### config.mk
export PLATFORM = sky130hd
export DESIGN_NAME = motor_cmd_parser
export DESIGN_NICKNAME = d
export VERILOG_FILES = /design/src/rtl/motor_cmd_parser.sv
export SDC_FILE = /design/constraint.sdc
export NUM_CORES = 1
export LEC_CHECK = 0
export CAP_MARGIN = 20
export CORE_ASPECT_RATIO = 1.2
export CORE_MARGIN = 3
export CORE_UTILIZATION = 45
export CTS_CLUSTER_DIAMETER = 50
export DETAILED_ROUTE_END_ITERATION = 10
export PLACE_DENSITY = 0.68
export SLEW_MARGIN = 0
export SYNTH_ARGS = -nofsm -noshare
export SYNTH_HDL_FRONTEND = slang
export SYNTH_SLANG_ARGS = --single-unit
### constraint.sdc
create_clock -name clk -period 5.5 [get_ports clk]
set_input_delay 1.1 -clock clk [delete_from_list [all_inputs] [get_ports clk]]
set_output_delay 1.1 -clock clk [all_outputs]
set_load 0.005 [all_outputs]
### src/rtl/motor_cmd_parser.sv
// ASCII motor command frame parser: {"T":d,"L":v,"R":v}\n -> speeds.
// Fields build in shadow registers and commit only after the closing LF.
module motor_cmd_parser #(
  parameter int TIMEOUT_CYCLES = 50_000_000
) (
  input  logic        clk,
  input  logic        reset,
  input  logic [7:0]  uart_rx_data,
  input  logic        uart_rx_valid,
  output logic        uart_rx_ready,
  output logic        cmd_valid,
  output logic [3:0]  cmd_t,
  output logic [10:0] cmd_left,
  output logic [10:0] cmd_right,
  output logic [4:0]  motor_state,
  output logic        parse_error
);

  localparam int CW = $clog2(TIMEOUT_CYCLES + 1);
  localparam logic [CW-1:0] CNT_LAST = CW'(TIMEOUT_CYCLES - 1);

  typedef enum logic [3:0] {
    WAIT_OPEN, KEY_Q1, KEY_CHAR, KEY_Q2, COLON,
    VAL_FIRST, VAL_INT, VAL_DOT, FRAC1, FRAC2, WAIT_LF
  } state_t;

  state_t      state_q, state_d;
  logic [CW-1:0] cnt_q, cnt_d;
  logic [1:0]  idx_q, idx_d;
  logic        neg_q, neg_d;
  logic [3:0]  int_q, int_d;
  logic [3:0]  f1_q, f1_d;
  logic [3:0]  f2_q, f2_d;
  logic        f2s_q, f2s_d;
  logic [3:0]  t_sh_q, t_sh_d;
  logic [10:0] l_sh_q, l_sh_d;
  logic [10:0] r_sh_q, r_sh_d;
  logic        valid_q, valid_d;
  logic        err_q, err_d;
  logic [3:0]  t_q, t_d;
  logic [10:0] left_q, left_d;
  logic [10:0] right_q, right_d;
  logic [4:0]  ms_q, ms_d;

  logic       acc, is_dig, bad, clr;
  logic [3:0] dv;
  logic [7:0] key, sep;
  logic [9:0] mag;
  logic [10:0] sval;
  logic [4:0] cls;
  logic l_zero, r_zero, l_pos, r_pos, l_neg;

  assign uart_rx_ready = reset;
  assign acc    = uart_rx_valid & uart_rx_ready;
  assign is_dig = (uart_rx_data >= 8'h30) && (uart_rx_data <= 8'h39);
  assign dv     = uart_rx_data[3:0];
  assign sep    = (idx_q == 2'd2) ? 8'h7D : 8'h2C;
  assign mag    = {6'd0, int_q} * 10'd100
                + {6'd0, f1_q} * 10'd10
                + {6'd0, f2_q};
  assign sval   = neg_q ? (11'd0 - {1'b0, mag}) : {1'b0, mag};

  always_comb begin
    key = 8'h54;
    unique case (idx_q)
      2'd1:    key = 8'h4C;
      2'd2:    key = 8'h52;
      default: key = 8'h54;
    endcase
  end

  assign l_zero = (l_sh_q == 11'd0);
  assign r_zero = (r_sh_q == 11'd0);
  assign l_neg  = l_sh_q[10];
  assign l_pos  = !l_sh_q[10] && !l_zero;
  assign r_pos  = !r_sh_q[10] && !r_zero;

  always_comb begin
    cls = 5'b00001;
    unique case (1'b1)
      l_zero && r_zero:           cls = 5'b00001;
      l_pos && (l_sh_q == r_sh_q): cls = 5'b00010;
      l_zero && r_pos:            cls = 5'b00100;
      l_pos && r_zero:            cls = 5'b01000;
      l_neg && r_pos:             cls = 5'b10000;
      default:                    cls = 5'b00001;
    endcase
  end

  always_comb begin
    state_d = state_q;
    cnt_d   = cnt_q;
    idx_d   = idx_q;
    neg_d   = neg_q;
    int_d   = int_q;
    f1_d    = f1_q;
    f2_d    = f2_q;
    f2s_d   = f2s_q;
    t_sh_d  = t_sh_q;
    l_sh_d  = l_sh_q;
    r_sh_d  = r_sh_q;
    t_d     = t_q;
    left_d  = left_q;
    right_d = right_q;
    ms_d    = ms_q;
    valid_d = 1'b0;
    err_d   = 1'b0;
    bad     = 1'b0;
    clr     = 1'b0;

    if (acc) begin
      cnt_d = '0;
      unique case (state_q)
        WAIT_OPEN: if (uart_rx_data == 8'h7B) begin
          state_d = KEY_Q1;
          clr     = 1'b1;
        end
        KEY_Q1: if (uart_rx_data == 8'h22) state_d = KEY_CHAR;
                else bad = 1'b1;
        KEY_CHAR: if (uart_rx_data == key) state_d = KEY_Q2;
                  else bad = 1'b1;
        KEY_Q2: if (uart_rx_data == 8'h22) state_d = COLON;
                else bad = 1'b1;
        COLON: if (uart_rx_data == 8'h3A) begin
          state_d = VAL_FIRST;
          neg_d   = 1'b0;
          int_d   = '0;
          f1_d    = '0;
          f2_d    = '0;
          f2s_d   = 1'b0;
        end else bad = 1'b1;
        VAL_FIRST: if (is_dig) begin
          int_d   = dv;
          state_d = VAL_DOT;
        end else if (uart_rx_data == 8'h2D && idx_q != 2'd0) begin
          neg_d   = 1'b1;
          state_d = VAL_INT;
        end else bad = 1'b1;
        VAL_INT: if (is_dig) begin
          int_d   = dv;
          state_d = VAL_DOT;
        end else bad = 1'b1;
        VAL_DOT: if (uart_rx_data == 8'h2E && idx_q != 2'd0)
          state_d = FRAC1;
        else if (uart_rx_data != sep) bad = 1'b1;
        FRAC1: if (is_dig) begin
          f1_d    = dv;
          state_d = FRAC2;
        end else bad = 1'b1;
        FRAC2: if (is_dig && !f2s_q) begin
          f2_d  = dv;
          f2s_d = 1'b1;
        end else if (uart_rx_data != sep) bad = 1'b1;
        WAIT_LF: if (uart_rx_data == 8'h0A) begin
          t_d     = t_sh_q;
          left_d  = l_sh_q;
          right_d = r_sh_q;
          ms_d    = cls;
          valid_d = 1'b1;
          clr     = 1'b1;
          state_d = WAIT_OPEN;
        end else bad = 1'b1;
        default: state_d = WAIT_OPEN;
      endcase

      // Separator closes the current field; commit it to its shadow slot.
      if (!bad && (state_q == VAL_DOT || state_q == FRAC2)
          && uart_rx_data == sep) begin
        unique case (idx_q)
          2'd0:    t_sh_d = int_q;
          2'd1:    l_sh_d = sval;
          default: r_sh_d = sval;
        endcase
        if (idx_q == 2'd2) state_d = WAIT_LF;
        else begin
          idx_d   = idx_q + 2'd1;
          state_d = KEY_Q1;
        end
      end

      if (bad) begin
        err_d   = 1'b1;
        clr     = 1'b1;
        state_d = (uart_rx_data == 8'h7B) ? KEY_Q1 : WAIT_OPEN;
      end
    end else if (state_q != WAIT_OPEN) begin
      if (cnt_q == CNT_LAST) begin
        err_d   = 1'b1;
        clr     = 1'b1;
        cnt_d   = '0;
        state_d = WAIT_OPEN;
      end else begin
        cnt_d = cnt_q + 1'b1;
      end
    end

    if (clr) begin
      idx_d  = '0;
      neg_d  = 1'b0;
      int_d  = '0;
      f1_d   = '0;
      f2_d   = '0;
      f2s_d  = 1'b0;
      t_sh_d = '0;
      l_sh_d = '0;
      r_sh_d = '0;
    end
  end

  always_ff @(posedge clk) begin
    if (!reset) begin
      state_q <= WAIT_OPEN;
      cnt_q   <= '0;
      idx_q   <= '0;
      neg_q   <= 1'b0;
      int_q   <= '0;
      f1_q    <= '0;
      f2_q    <= '0;
      f2s_q   <= 1'b0;
      t_sh_q  <= '0;
      l_sh_q  <= '0;
      r_sh_q  <= '0;
      valid_q <= 1'b0;
      err_q   <= 1'b0;
      t_q     <= '0;
      left_q  <= '0;
      right_q <= '0;
      ms_q    <= 5'b00001;
    end else begin
      state_q <= state_d;
      cnt_q   <= cnt_d;
      idx_q   <= idx_d;
      neg_q   <= neg_d;
      int_q   <= int_d;
      f1_q    <= f1_d;
      f2_q    <= f2_d;
      f2s_q   <= f2s_d;
      t_sh_q  <= t_sh_d;
      l_sh_q  <= l_sh_d;
      r_sh_q  <= r_sh_d;
      valid_q <= valid_d;
      err_q   <= err_d;
      t_q     <= t_d;
      left_q  <= left_d;
      right_q <= right_d;
      ms_q    <= ms_d;
    end
  end

  assign cmd_valid   = valid_q;
  assign parse_error = err_q;
  assign cmd_t       = t_q;
  assign cmd_left    = left_q;
  assign cmd_right   = right_q;
  assign motor_state = ms_q;

endmodule

==> Word level (Yosys, flattened, before mapping) <==
Index checks and enable logic that the tools add are counted.
{ "word_totals": {"regBits": 105, "inputBits": 11, "output_inout_bits": 34, "wordCells": 175} }
{ "op_classes": {"n_addsub": 5, "mul": 2, "n_lt_le_gt_ge": 2, "n_eq_ne": 40, "mux": 57, "bitwise": 4, "reduce_logical": 48} }
{ "ops": {"columns": ["operator", "count"], "rows": [
  ["4-bit 2-to-1 mux", 20],
  ["4-bit one-hot mux with 11 select lines", 1],
  ["5-bit != test (second input constant)", 8],
  ["8-bit by 6-bit == test with 1-bit output (second input constant)", 4],
  ["26-bit by 1-bit adder with 26-bit output (second input constant)", 1],
  ["26-bit == test (second input constant)", 1],
  ["26-bit 2-to-1 mux", 1],
  ["1-bit 2-to-1 mux", 24],
  ["4-bit one-hot mux with 2 select lines", 3],
  ["11-bit zero test", 2],
  ["5-bit one-hot mux with 4 select lines", 1],
  ["3-bit AND reduction", 6],
  ["4-bit by 3-bit == test with 1-bit output (second input constant)", 4],
  ["2-bit nonzero test", 7],
  ["13-bit AND reduction", 1],
  ["4-bit == test (second input constant)", 3],
  ["1-bit logical AND", 12],
  ["4-bit AND reduction", 3],
  ["2-bit OR reduction", 6],
  ["11-bit == test", 1],
  ["11-bit 2-to-1 mux", 1],
  ["1-bit by 10-bit subtractor with 11-bit output (first input constant)", 1],
  ["10-bit by 4-bit adder with 10-bit output", 1],
  ["10-bit by 8-bit adder with 10-bit output", 1],
  ["other kinds (31)", 45]
]} }

==> Logic depth before layout (Yosys ltp) <==
Gate-level depths: netlist of run 1.
{ "depth": {"word_depth": 13, "depth_mapped": 13, "depth_no_buf": 13} }

==> Worst setup path before layout of run 1 <==
Ideal clock, no wire load.
{ "synth_timing": {"kind": "reg2reg", "start": "register int_q[0]", "end": "register l_sh_q[10]", "t_arrival_ns": 3.492, "required_ns": 5.379, "path_slack_ns": 1.887, "path_stages_with_launch": 13, "cell_sequence": "dfxtp_1 -> ha_1 -> ha_1 -> inv_1 -> fa_1 -> inv_1 -> ha_1 -> ha_1 -> or4_1 -> o311a_2 -> or4_1 -> o21ai_1 -> a2bb2o_1"} }
{ "synth_between": {"elab_chain_len": 5} }
{ "synth_rtl": {"columns": ["item", "line", "rtl"], "rows": [
  ["from (decl)", "31", "logic [3:0] int_q, int_d;"],
  ["from (signal assigned)", "234", "int_q <= int_d;"],
  ["4-bit by 5-bit multiplier with 8-bit output", "58", "assign mag = {6'd0, int_q} * 10'd100"],
  ["10-bit by 8-bit adder with 10-bit output", "59", "+ {6'd0, f1_q} * 10'd10"],
  ["10-bit by 4-bit adder with 10-bit output", "60", "+ {6'd0, f2_q};"],
  ["1-bit by 10-bit subtractor with 11-bit output", "61", "assign sval = neg_q ? (11'd0 - {1'b0, mag}) : {1'b0, mag};"],
  ["11-bit 2-to-1 mux", "61", null],
  ["to (signal assigned)", "239", "l_sh_q <= l_sh_d;"],
  ["to (decl)", "36", "logic [10:0] l_sh_q, l_sh_d;"]
]} }
No other way between the ends.
A chain may end at the register's enable or synchronous reset.

==> Worst setup path after layout of run 1 <==
{ "layout_timing": {"start": "register int_q[0]", "end": "register r_sh_q[10]"} }
{ "layout_between": {"elab_chain_len": 5} }
{ "layout_rtl": {"columns": ["item", "line", "rtl"], "rows": [
  ["4-bit by 5-bit multiplier with 8-bit output", "58", null],
  ["10-bit by 8-bit adder with 10-bit output", "59", null],
  ["10-bit by 4-bit adder with 10-bit output", "60", null],
  ["1-bit by 10-bit subtractor with 11-bit output", "61", null],
  ["11-bit 2-to-1 mux", "61", null],
  ["to (signal assigned)", "240", "r_sh_q <= r_sh_d;"],
  ["to (decl)", "37", "logic [10:0] r_sh_q, r_sh_d;"]
]} }
No other way between the ends.

==> PnR_summary.wiki, run 1 <==
{| class="wikitable"
! Metric !! Value
|-
| Wire length of the first global-routing pass || 21.6 mm
|-
| Predominant post-synthesis flop cell || sky130_fd_sc_hd__dfxtp_1
|-
| Pwr dens || 225 nW/um^2
|-
| Final clock period utilization by the worst path || between 70% and 80%
|-
| Cell repeated most along the worst path || sky130_fd_sc_hd__ha_1
|-
| Parity-gate share of the synthesized area counting xor and xnor cells || 7.98%
|-
| Area grow syn2layout || 15.3%
|-
| Detailed-router iteration count before antenna repair || 4
|-
| Clock sink count || 105
|-
| Final hold slack || between 0.4 and 0.5 ns
|-
| Placeable core region || 12100 sq um
|-
| Critical Path End Type || flop
|-
| Final hold violation count || 0
|-
| Via count || about 4.8k
|-
| Die Area || approximately 14000 sq um
|-
| Portion of synthesized cell area occupied by the leading cell type || 37.6%
|-
| Filler cell count || 1134
|-
| Share of the synthesized area in compound gates (AO/OA/AOI/OAI) || 13.8%
|-
| Peak ir drop on the vdd network || 0.142 mV
|-
| Area share of fa/ha/maj cells after synthesis || 8.23%
|-
| Aggregate global routing overflow || 0
|-
| Maximum buffer depth of the clock tree || 2
|-
| Global-route total usage across every layer || 19.0%
|-
| Initial standard-cell utilization of the core || 46.2%
|-
| Routability Congestion || 0.891
|-
| Number of buffers created by CTS || 9
|-
| Highest cell delay on the worst timing path || 0.54 ns
|-
| Post-synth EDFFs || 0
|-
| Time the final worst path needs with I/O delays and setup || 3.92 ns
|-
| Site row count || 44
|-
| Relative slew slack || between 30% and 40%
|-
| Post-DR wirelength/cell || 14.7 um
|-
| Clock tree from TritonCTS || built
|-
| Min-delay worst type || flop to flop
|-
| Fraction of final layout cells sized beyond drive strength 1 || 5.42%
|-
| Final Max Slew Viols || 0
|-
| Synthesized area || 5600 sq um
|-
| Number of warnings reported in the yosys synthesis log || 0
|-
| Die extent in x || 108 um
|-
| Upper clock frequency limit || about 250 MHz
|-
| Hold buffers post-CTS || 0
|-
| Number of DRC violations after detailed-routing iteration 0 || approximately 200
|-
| Setup repair after global routing missed its margin || no
|-
| Syn_nets || approximately 720
|-
| Post-synthesis cell type with the largest combined area || sky130_fd_sc_hd__dfxtp_1
|-
| Number of global-route vias before repair || 4614
|-
| Simple-gate portion of the synthesized area || 26.1%
|-
| Number of top-level pins || 45
|-
| Cells along the critical path || ha_1 > ha_1 > inv_1 > fa_1 > inv_1 > ha_1 > ha_1 > or4_1 > o311a_2 > or4_1 > o21ai_1 > a2bb2o_1
|-
| Remaining antenna violation count || 0
|-
| Number of H-tree levels || 3
|-
| Slew @ Worst Pin || 0.898 ns
|-
| Half-perimeter wire length after placement || 9.50 mm
|-
| Synthesized area per cell || 8.33 sq um
|-
| Gate count after technology mapping || 672
|-
| Area occupied by registers || roughly 2100 sq um
|-
| Status || complete, no violations
|-
| Post-route DRC || 0
|-
| Asr flop ratio synth || 0%
|-
| Dominant cells by area after synthesis || sky130_fd_sc_hd__dfxtp_1 38%, sky130_fd_sc_hd__nand2_1 6.8%, sky130_fd_sc_hd__ha_1 6.3%
|-
| Area of combinational cells with multiple inputs || 3280 sq um
|-
| Maximum net fanout on the critical path || 5
|-
| Setup skew after layout || a little over 0.008 ns
|-
| Worst Path Class, Setup || flop to flop
|-
| Total routed wirelength || 12.6 mm
|-
| Register area share after synthesis || 37.6%
|-
| Leakage || 2.49 nW
|-
| Startpoint type of the worst setup path || flop
|-
| Clock transition time at the flip-flop clock pins of the worst setup and hold paths || 0.07 ns
|-
| Slowest cell on crit path || sky130_fd_sc_hd__or4_1
|-
| Max-cap check violation count || 0
|-
| Largest net degree at the start of global routing || 62
|-
| Multiplexer share of the synthesized area || 2.32%
|-
| Number of cells upsized or downsized after cts || 0
|-
| Most repeated cell in the gate-level netlist after synthesis || sky130_fd_sc_hd__dfxtp_1
|-
| Inst Count DP || between 800 and 900
|-
| Critical path data arrival time || 4.15 ns
|-
| Detailed-route vias per instance || 5.53
|-
| Top post-synthesis cells by count || 105 x sky130_fd_sc_hd__dfxtp_1, 102 x sky130_fd_sc_hd__nand2_1, 73 x sky130_fd_sc_hd__nor2_1, 41 x sky130_fd_sc_hd__o21ai_0, 34 x sky130_fd_sc_hd__a21oi_1
|-
| Filler-free cell count of the finished design || 862
|-
| Antenna diode count || 0
|-
| Seq cells post-synth || around 110
|-
| Clock latency on the worst-skew pair || 0.34 ns
|-
| Number of antenna violations at the first check in global routing || 0
|-
| Clock tree root buffer cell || sky130_fd_sc_hd__clkbuf_16
|-
| Die Ht || around 130 um
|-
| Net total in the final layout || 741
|-
| Worst Path Required || 5.73 ns
|-
| Buffers added on ports || 44
|-
| Pre-CTS worst setup slack || between 1 and 1.5 ns
|-
| Post-route setup TNS || 0 ns
|-
| Number of different library cells in the post-synthesis netlist || a little under 70
|-
| Final setup slack of the worst path || 1.58 ns
|-
| Dominant combinational cell family by area after synthesis || simple AND/OR/NAND/NOR gates
|-
| Total of endpoints with negative setup slack in the final report || 0
|-
| Buffers inserted by post-CTS timing repair || 0
|}
-- final cells by class --
class,count,share of cell area [%]
Clock buffer,11,3.92
Clock inverter,4,0.795
Inverter,21,1.22
Multi-Input combinational cell,512,50.9
Sequential cell,105,32.6
Tap cell,161,3.12
Timing Repair Buffer,48,7.48
-- state kept, by name, indices dropped and copies added (netlist names) --
name / flops
cmd_left: 11
cmd_right: 11
cmd_t: 4
cmd_valid: 1
cnt_q: 26
f1_q: 4
f2_q: 4
f2s_q: 1
idx_q: 2
int_q: 4
l_sh_q: 11
motor_state: 5
neg_q: 1
parse_error: 1
r_sh_q: 11
state_q: 4
t_sh_q: 4
-- per-layer routing --
| layer | vias up | global-route usage [%] | wire, um |
|---|---|---|---|
| met1 | 2218 | 23.8 | 5570 |
| met2 | 133 | 32.0 | 6120 |
| met4 | 0 | 9.51 | 446 |
| met3 | 38 | 2.47 | 516 |
| li1 | 2380 | - | - |
| met5 | - | 0 | 0 |
-- placed cells by master, fill, tap and decap left out, types with 6 or more instances in the layout --
| master | Yosys | layout |
|---|---|---|
| sky130_fd_sc_hd__a211oi_1 | 6 | 6 |
| sky130_fd_sc_hd__a21oi_1 | 34 | 34 |
| sky130_fd_sc_hd__and3_1 | 7 | 7 |
| sky130_fd_sc_hd__clkbuf_16 | 0 | 9 |
| sky130_fd_sc_hd__clkdlybuf4s50_1 | 0 | 44 |
| sky130_fd_sc_hd__dfxtp_1 | 105 | 105 |
| sky130_fd_sc_hd__ha_1 | 28 | 28 |
| sky130_fd_sc_hd__inv_1 | 21 | 21 |
| sky130_fd_sc_hd__mux2i_1 | 13 | 13 |
| sky130_fd_sc_hd__nand2_1 | 102 | 102 |
| sky130_fd_sc_hd__nand2b_1 | 9 | 9 |
| sky130_fd_sc_hd__nand3_1 | 22 | 22 |
| sky130_fd_sc_hd__nand4_1 | 7 | 7 |
| sky130_fd_sc_hd__nor2_1 | 73 | 72 |
| sky130_fd_sc_hd__nor3_1 | 11 | 11 |
| sky130_fd_sc_hd__nor4_1 | 12 | 12 |
| sky130_fd_sc_hd__o21ai_0 | 41 | 41 |
| sky130_fd_sc_hd__or3_1 | 7 | 7 |
| sky130_fd_sc_hd__xnor2_1 | 18 | 18 |
| sky130_fd_sc_hd__xor2_1 | 33 | 33 |
-- where the power goes --
group | internal [mW] | switching (mW) | leakage [nW] | total (mW)
registers | 0.760 | 0.000875 | 0.845 | 0.761
clock network | 0.376 | 0.271 | 0.148 | 0.647
logic | 0.0162 | 0.0299 | 1.50 | 0.0461
total | 1.15 | 0.302 | 2.49 | 1.45
-- logic make-up after synthesis --
family | Yosys count
AO/OA/AOI/OAI | 123
XOR/XNOR | 51
adder cells (fa/ha/maj) | 34
buffers and inverters | 55
flip-flops | 105
multiplexers | 13
AND/OR/NAND/NOR | 291
-- worst paths after layout --
path | start | to | slack (ns) | depth (start not counted)
worst max-delay path | int_q[0] | r_sh_q[10] | 1.58 | 12
worst min register to register | cmd_right[0] | cmd_right[0] | 0.45 | 2
worst min-delay path | cmd_right[0] | cmd_right[0] | 0.45 | 2
worst max register to register | int_q[0] | r_sh_q[10] | 1.58 | 12
-- metrics by stage --
| stage | instance area [sq um] | utilization (%) | total power, mW |
|---|---|---|---|
| 2_1_floorplan | 5600 | - | 0.808 |
| 3_3_place_gp | 6130 | 50.6 | 0.824 |
| 3_5_place_dp | 6130 | 50.6 | 0.825 |
| 4_1_cts | 6430 | 53.1 | 1.47 |
| 5_1_grt | 6450 | 53.3 | 1.50 |
| 6_report | 6450 | 53.3 | 1.45 |
-- worst max-delay path, delay by kind of cell (launching register included) --
family                     cells  cell delay, ns
adders and majority gates      5            1.47
and+or+nand+nor                2            1.06
AOI/OAI and AO/OA              3            0.66
DFF                            1            0.47
buffers and inverters          2            0.15
Power figures use the tool's default switching activity.
==> run 2, diff against run 1 <==
Clock period 5.5 ns to 3.71 ns, I/O delays scaled along.
==> run 2 against run 1 <==
  * Fmax up 9.2%
  * Utilization up 1.9 points
  * Critical path depth down 1
  * Non-clock buffer count up 12
  * Sequential power up 48%
  * Sequential share of layout area down 0.97 points
  * Cell count up 1.5%
==> PnR_summary.wiki, run 2 (same netlist as run 1, synthesis figures left out) <==
{| class="wikitable"
! Metric !! Value
|-
| Number of global-route vias before repair || 4537 (was 4614)
|-
| Final clock period utilization by the worst path || 96.9% (was 71.3%)
|-
| Critical path data arrival time || 3.84 ns (was 4.15 ns)
|-
| Number of DRC violations after detailed-routing iteration 0 || 208 (was 204)
|-
| Startpoint type of the worst setup path || flop (unchanged)
|-
| Max FFs per register || 26 (unchanged)
|-
| Global-route total usage across every layer || 19.0% (about the same)
|-
| Critical Path End Type || flop (unchanged)
|-
| Reg with most FFs || cnt_q (unchanged)
|-
| Fraction of final layout cells sized beyond drive strength 1 || 10.2% (was 5.42%)
|-
| DRT met1 WL || 5.63 mm (was 5.57 mm)
|-
| Hold buffers post-CTS || 0 (unchanged)
|-
| Most common library cell in the layout ignoring fill and taps || sky130_fd_sc_hd__nand2_1 (was sky130_fd_sc_hd__dfxtp_1)
|-
| Worst Path Required || 3.95 ns (was 5.73 ns)
|-
| Filler-free cell count of the finished design || 875 (was 862)
|-
| Number of buffers created by CTS || 9 (unchanged)
|-
| Wire length of the first global-routing pass || 21.3 mm (was 21.6 mm)
|-
| Cells along the critical path || ha_4 > ha_2 > fa_1 > ha_4 > ha_4 > nor3b_2 > or4_1 > o311a_4 > or4_4 > o21ai_4 > a2bb2o_2 (was ha_1 > ha_1 > inv_1 > fa_1 > inv_1 > ha_1 > ha_1 > or4_1 > o311a_2 > or4_1 > o21ai_1 > a2bb2o_1)
|-
| Clock tree from TritonCTS || built (unchanged)
|-
| Inst Count DP || 858 (was 846)
|-
| Commonest cells after routing, fill and taps aside || 102 x sky130_fd_sc_hd__nand2_1, 99 x sky130_fd_sc_hd__dfxtp_1, 72 x sky130_fd_sc_hd__nor2_1 (was 105 x sky130_fd_sc_hd__dfxtp_1, 102 x sky130_fd_sc_hd__nand2_1, 72 x sky130_fd_sc_hd__nor2_1)
|-
| Upper clock frequency limit || 278 MHz (was 255 MHz)
|-
| Worst Path Class, Setup || flop to flop (unchanged)
|-
| Aggregate global routing overflow || 0 (unchanged)
|-
| Clock latency on the worst-skew pair || 0.35 ns (was 0.34 ns)
|-
| Post-DR wirelength/cell || 14.6 um (was 14.7 um)
|-
| Final hold violation count || 0 (unchanged)
|-
| Leakage || 2.51 nW (was 2.49 nW)
|-
| Setup repair after global routing missed its margin || no (unchanged)
|-
| Post-route DRC || 0 (unchanged)
|-
| Area grow syn2layout || 19.4% (was 15.3%)
|-
| Number of top-level pins || 45 (unchanged)
|-
| Maximum net fanout on the critical path || 4 (was 5)
|-
| Detailed-router iteration count before antenna repair || 5 (was 4)
|-
| Met3 routed WL || 433 um (was 516 um)
|-
| Clock sink count || 105 (unchanged)
|-
| Max Used Layer || met4 (unchanged)
|-
| Via count || 4756 (was 4769)
|-
| Die extent in x || 108 um (unchanged)
|-
| Net total in the final layout || 753 (was 741)
|-
| Number of antenna violations at the first check in global routing || 0 (unchanged)
|-
| Site row count || 44 (unchanged)
|-
| Antenna diode count || 0 (unchanged)
|-
| Total routed wirelength || 12.8 mm (was 12.6 mm)
|-
| Maximum buffer depth of the clock tree || 2 (unchanged)
|-
| Status || complete, no violations (unchanged)
|-
| Die Area || 13800 sq um (unchanged)
|-
| Final hold slack || 0.457 ns (was 0.453 ns)
|-
| Buffers added on ports || 44 (unchanged)
|-
| Amount of wire on met2 after detailed routing || 6.36 mm (was 6.12 mm)
|-
| Max-cap check violation count || 0 (unchanged)
|-
| Number of H-tree levels || 3 (unchanged)
|-
| Initial standard-cell utilization of the core || 46.2% (unchanged)
|-
| Final Max Slew Viols || 0 (unchanged)
|-
| Remaining antenna violation count || 0 (unchanged)
|-
| Peak ir drop on the vdd network || 0.258 mV (was 0.142 mV)
|-
| Relative slew slack || 52.5% (was 39.7%)
|-
| Largest net degree at the start of global routing || 62 (unchanged)
|-
| Clock transition time at the flip-flop clock pins of the worst setup and hold paths || 0.07 ns (about the same)
|-
| Placeable core region || 12100 sq um (unchanged)
|-
| Final setup slack of the worst path || 0.116 ns (was 1.58 ns)
|-
| Min-delay worst type || flop to flop (unchanged)
|-
| Detailed-route vias per instance || 5.44 (was 5.53)
|-
| Pre-CTS worst setup slack || -0.0180 ns (was 1.44 ns)
|-
| Die Ht || 128 um (unchanged)
|-
| Slowest cell on crit path || sky130_fd_sc_hd__or4_1 (unchanged)
|-
| Cell repeated most along the worst path || sky130_fd_sc_hd__ha_4 (was sky130_fd_sc_hd__ha_1)
|-
| Total of endpoints with negative setup slack in the final report || 0 (unchanged)
|-
| Half-perimeter wire length after placement || 9.64 mm (was 9.50 mm)
|-
| Setup skew after layout || 0.00993 ns (was 0.00809 ns)
|-
| Clock tree root buffer cell || sky130_fd_sc_hd__clkbuf_16 (unchanged)
|-
| Routability Congestion || 0.942 (was 0.891)
|-
| Pwr dens || 318 nW/um^2 (was 225 nW/um^2)
|-
| Highest cell delay on the worst timing path || 0.55 ns (was 0.54 ns)
|-
| Slew @ Worst Pin || 0.711 ns (was 0.898 ns)
|-
| Time the final worst path needs with I/O delays and setup || 3.59 ns (was 3.92 ns)
|}
==> run 2: cell count changes in the layout (fill, tap and decap cells not counted), moves of 2 or more <==
cell                       before  now
sky130_fd_sc_hd__dfxtp_1      105   99
sky130_fd_sc_hd__a2bb2o_1       2    0
sky130_fd_sc_hd__dfxtp_2        0    5
sky130_fd_sc_hd__ha_4           0    7
sky130_fd_sc_hd__ha_1          28   19
sky130_fd_sc_hd__buf_4          3   15
sky130_fd_sc_hd__ha_2           0    2
==> run 2: where the power goes <==
| part | switching (mW) | internal (mW) |
|---|---|---|
| Clock | 0.444 | 0.483 |
| Sequential | 0.00132 | 1.13 |
| Combinational | 0.0469 | 0.0266 |
==> run 2: final cells by class <==
| type | count | area (sq um) |
|---|---|---|
| fillers | 1125 | 5430 |
| clock buffers | 10 | 239 |
| clock inverters | 6 | 50.0 |
| flip-flops and latches | 105 | 2110 |
| inverters | 21 | 78.8 |
| well taps | 161 | 201 |
| multi-input cells | 512 | 3430 |
| repair buffers | 60 | 573 |
==> run 2: metrics by stage <==
stage	TNS, ns	area, sq um	power, mW	utilization [%]
global placement	0	6230	1.23	51.5
detailed placement	-0.0299	6230	1.23	51.5
finish	0	6680	2.13	55.2
global route	0	6680	2.21	55.2
CTS	0	6540	2.15	54.0
floorplan	0	5600	1.20	-
==> run 2: final timing paths <==
check	slack (ns)	endpoint	start	depth (start not counted)
setup / recovery	0.12	r_sh_q[10]	f1_q[1]	11
hold / removal	0.46	cmd_left[2]	cmd_left[2]	2
setup reg to reg	0.12	r_sh_q[10]	f1_q[1]	11
hold reg to reg	0.46	cmd_left[2]	cmd_left[2]	2
==> run 2: metal layers <==
layer  vias to the layer above  GRT usage [%]
li1                       2410              -
met1                      2229           22.9
met2                        91           33.0
met3                        26           3.88
met4                         0           7.50
met5                         -              0
==> run 2: repair_timing <==
item                                   in CTS  in global routing
gates resized for setup                     4                 23
setup endpoints to repair                   2                  4
endpoints found under the hold margin       0                  0
buffers inserted                            0                  1
pin swaps                                   0                  9
==> run 2: worst max-delay path, delay by kind of cell, from the launching register on <==
family                   cells  cell delay, ns
adder cells (fa/ha/maj)      5            1.40
AND/OR/NAND/NOR              3            1.14
AO/OA/AOI/OAI                3            0.59
flip-flops                   1            0.34
